## src/rtl/oled_spi_sink_pkg.sv

```systemverilog
// Shared constants for the OLED SPI loopback sink.
// Register indices, status bit positions and FIFO entry layout.
package oled_spi_sink_pkg;

  localparam logic [1:0] REG_RXDATA = 2'd0;
  localparam logic [1:0] REG_STATUS = 2'd1;
  localparam logic [1:0] REG_CTRL   = 2'd2;

  localparam int ST_OVF  = 8;
  localparam int ST_FERR = 9;
  localparam int ST_RES  = 10;
  localparam int ST_CS   = 11;

  localparam int RX_VALID = 31;
  localparam int ENTRY_W  = 9;

  typedef struct packed {
    logic       dc;
    logic [7:0] data;
  } entry_t;

endpackage

```

## src/rtl/sync_fifo.sv

```systemverilog
// Single-clock FIFO with flush and same-cycle push/pop.
// A pop frees a slot for a push in the same cycle, even when full.
module sync_fifo #(
  parameter int WIDTH = 9,
  parameter int DEPTH = 16,
  localparam int AW = $clog2(DEPTH)
) (
  input  logic             clk,
  input  logic             resetn,
  input  logic             flush,
  input  logic             push,
  input  logic [WIDTH-1:0] wdata,
  input  logic             pop,
  output logic [WIDTH-1:0] rdata,
  output logic             full,
  output logic             empty,
  output logic [AW:0]      count
);

  logic [WIDTH-1:0] mem [DEPTH];
  logic [AW-1:0]    wr_ptr;
  logic [AW-1:0]    rd_ptr;
  logic             do_push;
  logic             do_pop;

  assign full    = (count == (AW+1)'(DEPTH));
  assign empty   = (count == '0);
  assign do_pop  = pop & ~empty;
  assign do_push = push & (~full | do_pop);
  assign rdata   = mem[rd_ptr];

  always_ff @(posedge clk or negedge resetn) begin
    if (!resetn) begin
      wr_ptr <= '0;
      rd_ptr <= '0;
      count  <= '0;
    end else if (flush) begin
      wr_ptr <= '0;
      rd_ptr <= '0;
      count  <= '0;
    end else begin
      if (do_push) wr_ptr <= wr_ptr + 1'b1;
      if (do_pop)  rd_ptr <= rd_ptr + 1'b1;
      if (do_push && !do_pop)
        count <= count + 1'b1;
      else if (do_pop && !do_push)
        count <= count - 1'b1;
    end
  end

  always_ff @(posedge clk) begin
    if (do_push && !flush) mem[wr_ptr] <= wdata;
  end

endmodule

```

## src/rtl/oled_spi_sink.sv

```systemverilog
// OLED SPI receiver on the iomem bus: captures {dc, byte}
// from the display link into a FIFO read by the CPU.
module oled_spi_sink
  import oled_spi_sink_pkg::*;
#(
  parameter int FIFO_DEPTH  = 16,
  parameter int SYNC_STAGES = 2
) (
  input  logic        clk,
  input  logic        resetn,
  input  logic        iomem_valid,
  output logic        iomem_ready,
  input  logic [3:0]  iomem_wstrb,
  input  logic [31:0] iomem_addr,
  input  logic [31:0] iomem_wdata,
  output logic [31:0] iomem_rdata,
  input  logic        spi_sclk,
  input  logic        spi_mosi,
  input  logic        spi_cs_n,
  input  logic        spi_dc,
  input  logic        spi_res_n,
  output logic        rx_irq
);

  localparam int AW = $clog2(FIFO_DEPTH);
  localparam logic IDLE  = 1'b0;
  localparam logic SHIFT = 1'b1;

  logic [SYNC_STAGES-1:0] sclk_q, mosi_q, cs_q, dc_q, res_q;
  logic sclk_s, mosi_s, cs_s, dc_s, res_s;
  logic prev_sclk, prev_cs;

  always_ff @(posedge clk or negedge resetn) begin
    if (!resetn) begin
      sclk_q <= '0;
      mosi_q <= '0;
      cs_q   <= '1;
      dc_q   <= '0;
      res_q  <= '1;
      prev_sclk <= 1'b0;
      prev_cs   <= 1'b1;
    end else begin
      sclk_q <= {sclk_q[SYNC_STAGES-2:0], spi_sclk};
      mosi_q <= {mosi_q[SYNC_STAGES-2:0], spi_mosi};
      cs_q   <= {cs_q[SYNC_STAGES-2:0], spi_cs_n};
      dc_q   <= {dc_q[SYNC_STAGES-2:0], spi_dc};
      res_q  <= {res_q[SYNC_STAGES-2:0], spi_res_n};
      prev_sclk <= sclk_s;
      prev_cs   <= cs_s;
    end
  end

  assign sclk_s = sclk_q[SYNC_STAGES-1];
  assign mosi_s = mosi_q[SYNC_STAGES-1];
  assign cs_s   = cs_q[SYNC_STAGES-1];
  assign dc_s   = dc_q[SYNC_STAGES-1];
  assign res_s  = res_q[SYNC_STAGES-1];

  logic sclk_rise, cs_fall, cs_rise, res_active;

  assign sclk_rise  = sclk_s & ~prev_sclk;
  assign cs_fall    = prev_cs & ~cs_s;
  assign cs_rise    = ~prev_cs & cs_s;
  assign res_active = ~res_s;

  logic         state;
  logic [2:0]   bit_cnt;
  logic [6:0]   shreg;
  logic         push_q;
  entry_t       push_data;
  logic         frame_set;

  assign frame_set = (state == SHIFT) & cs_rise
                   & (bit_cnt != 3'd0) & ~res_active;

  always_ff @(posedge clk or negedge resetn) begin
    if (!resetn) begin
      state     <= IDLE;
      bit_cnt   <= '0;
      shreg     <= '0;
      push_q    <= 1'b0;
      push_data <= '0;
    end else begin
      push_q <= 1'b0;
      if (res_active) begin
        state   <= IDLE;
        bit_cnt <= '0;
      end else begin
        case (state)
          IDLE: begin
            if (cs_fall) begin
              state   <= SHIFT;
              bit_cnt <= '0;
            end
          end
          default: begin
            if (cs_rise) begin
              state   <= IDLE;
              bit_cnt <= '0;
            end else if (sclk_rise) begin
              shreg   <= {shreg[5:0], mosi_s};
              bit_cnt <= bit_cnt + 3'd1;
              // dc is taken at the same edge as the last data bit
              if (bit_cnt == 3'd7) begin
                push_q    <= 1'b1;
                push_data <= {dc_s, shreg, mosi_s};
              end
            end
          end
        endcase
      end
    end
  end

  logic         access, wr, rd;
  logic [1:0]   reg_sel;
  logic         enable;
  logic         overflow, frame_err, res_seen;
  logic         fifo_full, fifo_empty, pop, push_en, ovf_set;
  logic [AW:0]  fifo_count;
  logic [ENTRY_W-1:0] fifo_head;
  logic [2:0]   clr;
  logic [31:0]  rd_val;
  logic         unused_ok;

  assign access  = iomem_valid & ~iomem_ready;
  assign wr      = access & (|iomem_wstrb);
  assign rd      = access & ~(|iomem_wstrb);
  assign reg_sel = iomem_addr[3:2];
  assign pop     = rd & (reg_sel == REG_RXDATA) & ~fifo_empty;
  assign push_en = push_q & enable;
  assign ovf_set = push_en & fifo_full & ~pop;
  assign clr     = (wr && reg_sel == REG_STATUS)
                 ? iomem_wdata[ST_RES:ST_OVF] : 3'b000;
  assign unused_ok = ^{iomem_addr[31:4], iomem_addr[1:0],
                       iomem_wdata[31:11], iomem_wdata[7:1]};

  sync_fifo #(
    .WIDTH (ENTRY_W),
    .DEPTH (FIFO_DEPTH)
  ) u_fifo (
    .clk    (clk),
    .resetn (resetn),
    .flush  (res_active),
    .push   (push_en),
    .wdata  (push_data),
    .pop    (pop),
    .rdata  (fifo_head),
    .full   (fifo_full),
    .empty  (fifo_empty),
    .count  (fifo_count)
  );

  always_comb begin
    rd_val = '0;
    unique case (1'b1)
      (reg_sel == REG_RXDATA): begin
        if (!fifo_empty) begin
          rd_val[RX_VALID]     = 1'b1;
          rd_val[ENTRY_W-1:0]  = fifo_head;
        end
      end
      (reg_sel == REG_STATUS): begin
        rd_val[AW:0]    = fifo_count;
        rd_val[ST_OVF]  = overflow;
        rd_val[ST_FERR] = frame_err;
        rd_val[ST_RES]  = res_seen;
        rd_val[ST_CS]   = ~cs_s;
      end
      (reg_sel == REG_CTRL): rd_val[0] = enable;
      default: rd_val = '0;
    endcase
  end

  always_ff @(posedge clk or negedge resetn) begin
    if (!resetn) begin
      iomem_ready <= 1'b0;
      iomem_rdata <= '0;
      enable      <= 1'b1;
      overflow    <= 1'b0;
      frame_err   <= 1'b0;
      res_seen    <= 1'b0;
      rx_irq      <= 1'b0;
    end else begin
      iomem_ready <= access;
      iomem_rdata <= rd ? rd_val : 32'h0;
      if (wr && reg_sel == REG_CTRL) enable <= iomem_wdata[0];
      // a set in the same cycle as a clear must win
      overflow  <= ovf_set    | (overflow  & ~clr[0]);
      frame_err <= frame_set  | (frame_err & ~clr[1]);
      res_seen  <= res_active | (res_seen  & ~clr[2]);
      rx_irq    <= enable & ~fifo_empty;
    end
  end

endmodule

```

## config.mk

```make
export PLATFORM = sky130hd
export DESIGN_NAME = oled_spi_sink
export DESIGN_NICKNAME = d
export VERILOG_FILES = /design/src/rtl/oled_spi_sink_pkg.sv /design/src/rtl/sync_fifo.sv /design/src/rtl/oled_spi_sink.sv
export SDC_FILE = /design/constraint.sdc
export NUM_CORES = 1
export LEC_CHECK = 0
export BUFFER_PORTS_ARGS = -buffer_cell sky130_fd_sc_hd__clkbuf_2
export CORE_ASPECT_RATIO = 0.7
export CORE_MARGIN = 5
export CORE_UTILIZATION = 40
export CTS_BUF_LIST = sky130_fd_sc_hd__clkbuf_4
export DETAILED_ROUTE_END_ITERATION = 7
export GPL_ROUTABILITY_DRIVEN = 1
export PLACE_DENSITY_LB_ADDON = 0.15
export SYNTH_ARGS = -nofsm -noshare
export SYNTH_HDL_FRONTEND = slang
export SYNTH_SLANG_ARGS = --single-unit
```

## constraint.sdc

```tcl
create_clock -name clk -period 3.6 [get_ports clk]
set_input_delay 0.36 -clock clk [delete_from_list [all_inputs] [get_ports clk]]
set_output_delay 0.36 -clock clk [all_outputs]
set_load 0.02 [all_outputs]
```

Yosys cells after proc, flatten, opt, wreduce, memory -nomap -nowiden
Memory sizes are Yosys's and may differ from the RTL's.
Cells that the tools add are included.
W data, S select, Z words.

storage, ports and cells
  output and inout port bits = 34
  memory bits (writable) = 144
  bits in registers = 84
  word-level logic and storage cells = 122
  memories = 1

operators by class
  add/subtract/negate cells = 5
  equal/unequal tests = 9
  bitwise operators = 37
  reduce and logical (&&, ||, !) cells = 14
  multiplexer cells = 33

memories
  memory      words  width  read ports  clocked after memory_dff  wr ports  line             text
  u_fifo.mem  16     9      1           0                         1         sync_fifo.sv:20  logic [WIDTH-1:0] mem [DEPTH];

operator list
  cell                   count
  $mux W32               1
  $mux W3                8
  $and A1 B1 Y1          20
  $mux W4                4
  $mux W5                3
  $mux W1                13
  $not A1 Y1             13
  $mux W9                1
  $add A4 B1 Y4 const B  2
  $pmux W4 S2            1
  $ne A3 B1 Y1 const B   2
  $add A5 B1 Y5 const B  1
  $eq A5 B5 Y1 const B   1
  $logic_and A1 B1 Y1    5
  $logic_not A5 Y1       1
  $reduce_and A5 Y1      1
  $sub A5 B1 Y5 const B  1
  $ne A2 B1 Y1 const B   2
  $ne A4 B4 Y1 const B   1
  $or A1 B1 Y1           4
  $reduce_and A4 Y1      1
  $reduce_or A4 Y1       1
  $add A3 B1 Y3 const B  1
  $eq A3 B3 Y1 const B   1
  other kinds (8)        9

Logic depth before layout (Yosys ltp)
Gate-level depths: netlist of run 1.

  depth after elaboration = 13
  depth in mapped cells = 9

By module
From an unflattened synthesis of run 1, not the netlist that was laid out.

second synthesis, totals
  cell total of the unflattened synthesis = 491
  area total of the unflattened synthesis = 8464.4 µm²

modules (own cells, without submodules)
  module         area an instance (µm²)  cells each  times used  sequential area each (µm²)
  sync_fifo      6389.9                  336         1           4649.5
  oled_spi_sink  2074.5                  155         1           1308.8

Worst setup path before layout of run 1
OpenSTA, ideal clock, no wires.

  path type = reg-to-reg
  from = register u_fifo.count[0]
  to = register u_fifo.count[4]
  cell stages (with the launch flop) = 10
  clock period less this slack = 2.789 ns
  setup slack = 0.811 ns
  arrival = 2.665 ns
  data required time = 3.476 ns
  cell sequence = dfrtp_1 > or4_4 > nand3_1 > nand2_1 > fa_1 > a21o_1 > a21oi_1 > nand3_1 > and3_1 > o31a_1

between the ends
  cells in the longest elaborated chain, start to end = 9
  elaborated cells on any way between the ends = 18
  classes of those cells = add/sub: 2; eq/ne: 2; mux: 3; bitwise: 6; reduce/logical: 5

ends and longest elaborated chain
  what                                                             line                                   text
  start: declaration                                               sync_fifo.sv:17                        output logic [AW:0] count
  start signal: assignment                                         sync_fifo.sv:45                        count <= count + 1'b1;
  start signal: assignment                                         sync_fifo.sv:47                        count <= count - 1'b1;
  $logic_not A5 Y1                                                 sync_fifo.sv:27                        assign empty = (count == '0);
  $not A1 Y1                                                       sync_fifo.sv:28, oled_spi_sink.sv:130
  $and A1 B1 Y1                                                    oled_spi_sink.sv:130                   assign pop = rd & (reg_sel == REG_RXDATA) & ~fifo_empty;
  $and A1 B1 Y1                                                    sync_fifo.sv:28                        assign do_pop = pop & ~empty;
  $or A1 B1 Y1                                                     sync_fifo.sv:29                        assign do_push = push & (~full | do_pop);
  $and A1 B1 Y1                                                    sync_fifo.sv:29
  $logic_not A1 Y1 / $logic_and A1 B1 Y1 (equally long branches)   sync_fifo.sv:46, sync_fifo.sv:44
  $logic_and A1 B1 Y1 / $mux W5 (equally long branches)            sync_fifo.sv:46, sync_fifo.sv:44
  $ne A3 B1 Y1 (no source line) / $mux W5 (equally long branches)  n/a

Several ways; a longest one is shown, not always the timed one. The select of a mux whose other input is x is not followed.
A chain may end at the register's enable or synchronous reset.

Final worst setup path of run 1
  from = register u_fifo.count[1]
  to = register u_fifo.count[4]

The elaborated chain is that of the path after synthesis.

==> results of run 1 <==
-- placed cells by master, fill, tap and decap left out, drive strengths merged, types with 2 or more instances in the layout --
master and count:
nand2b 4, xnor2 5, a221o 5, conb 19, buf 27, or2 2, o21ai 6, ha 12
inv 8, nor2b 7, a21oi 5, o21a 2, and2 9, dfstp 6, nand2 21, mux2 24
mux4 36, dfrtp 59, a22o 2, nand4 3, dlygate4sd3 9, clkbuf 111, and3 3, nor2 27
nor4 2, a211oi 6, nand3b 2, nor3 2, nand3 8, mux2i 12, edfxtp 144, clkinv 10
-- logic make-up after synthesis --
| family | count (synthesis) | share of synthesized area, % |
|---|---|---|
| flops | 209 | 70.6 |
| simple gates | 95 | 5.83 |
| mux | 72 | 14.2 |
| buf+inv | 43 | 2.99 |
| compound gates | 36 | 3.54 |
| fa+ha+maj | 14 | 2.13 |
| xor+xnor | 6 | 0.623 |
| other cells | 1 | 0.0444 |
-- power groups by stage --
stage / sequential, mW / combinational (mW) / clock (mW)
floorplan: 2.63 / 0.0590 / 0
global placement: 2.63 / 0.0707 / 0
detailed placement: 2.63 / 0.0728 / 0
CTS: 2.58 / 0.0795 / 2.04
global route: 2.59 / 0.0887 / 2.19
finish: 2.58 / 0.0794 / 1.98
-- per-layer routing --
layer,vias up,global-route usage (%),wire [um]
met1,2302,22.1,8410
met3,28,4.50,1190
met5,-,0,0
met4,0,3.76,227
met2,131,21.4,7750
li1,2035,-,-
-- worst register-to-register path, stage by stage (launching register included) --
cell and delay (ns):
dfrtp_1 0.50, or4_4 0.61, nand3_1 0.18, nand2_1 0.18, fa_1 0.45, a21o_1 0.19, a21oi_1 0.32, nand3_1 0.11
and3_1 0.18, o31a_1 0.29
-- through the flow --
step	area (um2)	hold WS [ns]	total power [mW]	std cells	worst slack, ns
after floorplan	8510	0.0644	2.69	494	0.811
after detailed placement	8990	0.314	2.71	793	0.542
after global routing	9750	0.0323	4.86	893	0.323
final	9750	0.0627	4.64	893	0.485
after global placement	8990	0.295	2.70	793	0.600
after CTS	9740	0.00502	4.71	892	0.530
-- sequential cells by signal, summed over array words and instances, names as in the netlist, 2 cells and up --
register       cells
iomem_rdata       13
u_fifo.mem       144
u_fifo.wr_ptr      4
sclk_q             2
u_fifo.rd_ptr      4
shreg              7
dc_q               2
mosi_q             2
push_data          9
u_fifo.count       5
cs_q               2
res_q              2
bit_cnt            3
-- final timing paths --
kind | slack, ns | endpoint | cells after the start
min in group asynchronous | 0.21 | iomem_rdata[5]$_DFF_PN0_ | 2
worst max register to register | 0.48 | u_fifo.count[4]$_DFFE_PN0P_ | 9
worst max-delay path | 0.48 | u_fifo.count[4]$_DFFE_PN0P_ | 9
max in group asynchronous | 2.41 | dc_q[0]$_DFF_PN0_ | 3
worst min register to register | 0.35 | dc_q[1]$_DFF_PN0_ | 0
worst min-delay path | 0.06 | overflow$_DFF_PN0_ | 3
-- area by class of cell --
cell class	count	share of cell area (%)
Clock buffer	80	6.16
Sequential cell	209	61.1
Clock inverter	11	0.731
Timing Repair Buffer	67	4.57
Tap cell	276	3.54
Multi-Input combinational cell	242	23.5
Inverter	8	0.334
==> results.toml, run 1 <==
[status]
status = "finished clean"

[clock_network]
numClockSinks = 209
cts-hold-fix-buffers = 8
cts_tree = "done"
post_cts_setup_buffers = 0
tritoncts.num_buffers = 50
max-clock-path-buffers = 3
ctsHtreeMaxLevel = 2
cts_repair_resize_count = 0
cts-root-buf = "clkbuf_4"
insertion_delay_ns = 0.61
path_clk_slew_ns = 0.07

[logic_synthesis]
asyncSetResetFlopFracSynth_pct = 31.1
synthMostInstantiatedCell = "edfxtp_1"
synth_top_cells_by_area = "edfxtp_1, dfrtp_1, mux4_2, mux2_2, dfstp_2"
synth-warning-count = 0
synthTopCellsByCount = "edfxtp_1, dfrtp_1, mux4_2"
cell_variety_after_synth = 53
synthDominantCellAreaShare_pct = 51.2
yosys_register_bits = 209
postSynthAreaPerCell_um2 = 17.7
netlist_instances = 476
synth_sequential_area_ratio_pct = 70.6
synth-edff-count = 144
yosys_most_used_dff = "edfxtp_1"
cell_area_synth_um2 = 8440
synth_largest_area_cell = "edfxtp_1"

[sta]
fin_crit_ns = 3.12
finalClockSkew_ns = 0.0324
max_clock_freq_mhz = 321
rsz0062_at_grt = "false"
setup-tns-final_ns = 0
tightest_slew_ns = 0.699
total_count_of_max_transition_violations_in_the_final_report = 0
timing.max_slew.rel_slack_pct = 53.0
final_min_period_over_clock_period_pct = 86.5
final-hold-violation-count = 0
final-setup-viol-count = 0

[power]
power_density_nw_per_um2 = 476
power.switching_fraction_pct = 20.8
p_leak_nw = 3.80
cellInternalPower_mw = 3.67
power.sequential.fraction_pct = 55.7
vdd_ir_drop_max_mv = 0.357
clock_group_share_of_total_power_pct = 42.6
comb_power_share_pct = 1.7
switchingPower_mw = 0.966

[finish]
finish.utilization_pct = 47.0
drive_above_1_share_pct = 35.7
ant_cells = 0
area_of_combinational_cells_with_multiple_inputs_um2 = 2300
layout.nets = 667
fillerInstances = 1800
areaGrowthSynthToFinish_pct = 15.5
ff_latch_area_um2 = 5960

[placement]
dp_hpwl_mm = 11.5
final_weighted_congestion_of_routability_driven_global_placement = 0.765
io_buffer_count = 32

[critical_path]
cp_slowest_cell = "or4_4"
timing.critical_path.arrival_ns = 3.59
crit_fanout = 6
worst_ep_required_time_ns = 4.08
cp-start-kind = "flip-flop"
crit_buf_inv = 0
cp_cell_sequence = "or4_4, nand3_1, nand2_1, fa_1, a21o_1, a21oi_1, nand3_1, and3_1, o31a_1"
timing.critical_path.slowest_cell_delay_ns = 0.61
r2r-start = "u_fifo.count[1]$_DFFE_PN0P_"
worstSetupStartpoint = "u_fifo.count[1]$_DFFE_PN0P_"
critical_path.top_delay_family = "simple AND/OR/NAND/NOR gates"
criticalPathCategory = "reg2reg"
crit_path_end_kind = "flip-flop"
critical_path.most_common_cell = "nand3_1"

[route]
postRouteWirelength_mm = 17.6
ant_nets = 0
post_drt_wl_per_cell_um = 19.7
remaining_design_rule_violation_count = 0
num_vias = 4496
first_iter_violations = 407
vias_per_cell = 5.03
first_pass_iters = 5

[grt]
wire_length_of_the_first_global_routing_pass_mm = 27.2
grt_max_degree = 51
antenna_found_initial = 0
groute.usage.overall_pct = 14.8
grt_remaining_overflow = 0
grt_pass1_vias = 4711

[floorplanning]
floorplan.rows = 44
core_region_area_um2 = 20800
chipHeight_um = 132
ios = 110
die-area_um2 = 24100
initial_core_util_pct = 40.7
chipWidth_um = 184

[hold_path]
hold_path.startpoint = "iomem_wdata[8]"
hp-class = "in2reg"

[run]
max_capacitance_violation_count = 0
Note: power is estimated with default switching activity, not from simulation.
==> inputs of run 2 (changes only) <==
--- a/config.mk
+++ b/config.mk
@@ -13,6 +13,7 @@
 export DETAILED_ROUTE_END_ITERATION = 7
 export GPL_ROUTABILITY_DRIVEN = 1
 export PLACE_DENSITY_LB_ADDON = 0.15
+export SKIP_LAST_GASP = 1
 export SYNTH_ARGS = -nofsm -noshare
 export SYNTH_HDL_FRONTEND = slang
 export SYNTH_SLANG_ARGS = --single-unit
==> constraint.sdc (replaced) <==
create_clock -name clk -period 3.6 [get_ports clk]
set_input_delay 0.18 -clock clk [delete_from_list [all_inputs] [get_ports clk]]
set_output_delay 0.18 -clock clk [all_outputs]
set_load 0.02 [all_outputs]
==> results.toml, run 2 (synthesis results as in run 1) <==
[status]
status = "finished clean"

[grt]
groute.usage.overall_pct = 14.7
antenna_found_initial = 0
grt_max_degree = 34
grt_pass1_vias = 4596
grt_remaining_overflow = 0
wire_length_of_the_first_global_routing_pass_mm = 27.2

[critical_path]
timing.critical_path.arrival_ns = 3.60
criticalPathCategory = "reg2reg"
worst_ep_required_time_ns = 4.09
timing.reg2reg.worst_path_depth = 9
crit_fanout = 6
rr_endpoint = "u_fifo.count[4]$_DFFE_PN0P_"
r2r-start = "u_fifo.count[1]$_DFFE_PN0P_"
cp-start-kind = "flip-flop"
worstSetupStartpoint = "u_fifo.count[1]$_DFFE_PN0P_"
r2r_setup_slk_ns = 0.49
endpoint = "u_fifo.count[4]$_DFFE_PN0P_"
crit_path_end_kind = "flip-flop"

[clock_network]
insertion_delay_ns = 0.63
max-clock-path-buffers = 3
cts_tree = "done"
path_clk_slew_ns = 0.07
tritoncts.num_buffers = 51
ctsHtreeMaxLevel = 2
numClockSinks = 209
cts_repair_resize_count = 0
cts-root-buf = "clkbuf_4"

[finish]
registers.top_by_ff_count = "u_fifo.mem"
layout.nets = 677
finish.utilization_pct = 47.5
largest_reg_flops = 144
post_layout_nonfiller_instances = 901
biggestRegsByFlops = "u_fifo.mem x144, iomem_rdata x13, push_data x9"
layout.cells.most_common = "edfxtp_1"
drive_above_1_share_pct = 35.5
ant_cells = 0
areaGrowthSynthToFinish_pct = 16.7
layout_common_cells = "edfxtp_1, clkbuf_4, dfrtp_1, mux4_2, clkbuf_2"
fillerInstances = 1787
final_area_um2 = 9850

[route]
ant_nets = 0
first_iter_violations = 258
vias_per_cell = 5.01
remaining_design_rule_violation_count = 0
post_drt_wl_per_cell_um = 19.5
first_pass_iters = 6
postRouteWirelength_mm = 17.6
num_vias = 4513

[sta]
max_clock_freq_mhz = 322
finalClockSkew_ns = 0.0413
rsz0062_at_grt = "false"
total_count_of_max_transition_violations_in_the_final_report = 0
final_min_period_over_clock_period_pct = 86.4
tightest_slew_ns = 0.755
setup-tns-final_ns = 0
final-hold-violation-count = 0
timing.max_slew.rel_slack_pct = 49.7
final-setup-viol-count = 0
layout_setup_ws_ns = 0.490
fin_crit_ns = 3.11
holdWs_ns = 0.173

[power]
vdd_ir_drop_max_mv = 0.234
power.total_mw = 4.69
power_density_nw_per_um2 = 476
p_leak_nw = 3.85

[placement]
final_weighted_congestion_of_routability_driven_global_placement = 0.762
placedCellCount = 792
placedInstanceArea_um2 = 8980
post_place_worst_slack_ns = 0.531
io_buffer_count = 32
dp_hpwl_mm = 11.3

[floorplanning]
chipWidth_um = 184
initial_core_util_pct = 40.7
ios = 110
chipHeight_um = 132
core_region_area_um2 = 20800
die-area_um2 = 24100
floorplan.rows = 44

[hold_path]
hp-class = "in2async"

[run]
max_capacitance_violation_count = 0
## run 2: area by class of cell
type,count,area [um2],share of cell area (%)
sequential,209,5960,60.5
inverter,8,32.5,0.330
clock buffer,84,631,6.40
clock inverter,6,50.0,0.508
timing repair buffer,76,538,5.46
multi-input combinational,242,2300,23.3
tap,276,345,3.51
## run 2: repair_timing
| item | 4_1_cts | 5_1_grt |
|---|---|---|
| endpoints found under the hold margin | 45 | 0 |
| buffers inserted | 0 | 0 |
| hold buffers | 19 | 0 |
## run 2: how the worst min path moves through the flow
stage / from / endpoint / slack, ns / depth (start not counted)
global route: spi_res_n / res_q[0]$_DFF_PN1_ / 0.15 / 2
floorplan: resetn / bit_cnt[0]$_DFFE_PN0P_ / -0.12 / 0
CTS: iomem_wstrb[1] / u_fifo.count[1]$_DFFE_PN0P_ / 0.13 / 6
global placement: spi_res_n / res_q[0]$_DFF_PN1_ / 0.27 / 1
detailed placement: spi_cs_n / cs_q[0]$_DFF_PN1_ / 0.27 / 1
finish: resetn / iomem_rdata[5]$_DFF_PN0_ / 0.17 / 2
## run 2: critical path: stages, from the launching register on
cell and delay (ns):
dfrtp_1 0.49, or4_4 0.60, nand3_1 0.18, nand2_1 0.18, fa_1 0.45, a21o_1 0.19
a21oi_1 0.31, nand3_1 0.13, and3_1 0.18, o31a_1 0.28
## run 2: where the power goes
group | switching, mW | internal, mW | total, mW
logic | 0.0517 | 0.0374 | 0.0891
registers | 0.0176 | 2.57 | 2.58
clock network | 0.904 | 1.12 | 2.02
## run 2: layer usage
layer | GRT usage (%) | routed length, um | up-vias
li1 | - | - | 2052
met1 | 22.9 | 8800 | 2324
met2 | 20.9 | 7690 | 113
met3 | 3.67 | 874 | 24
met4 | 3.56 | 221 | 0
met5 | 0 | 0 | -
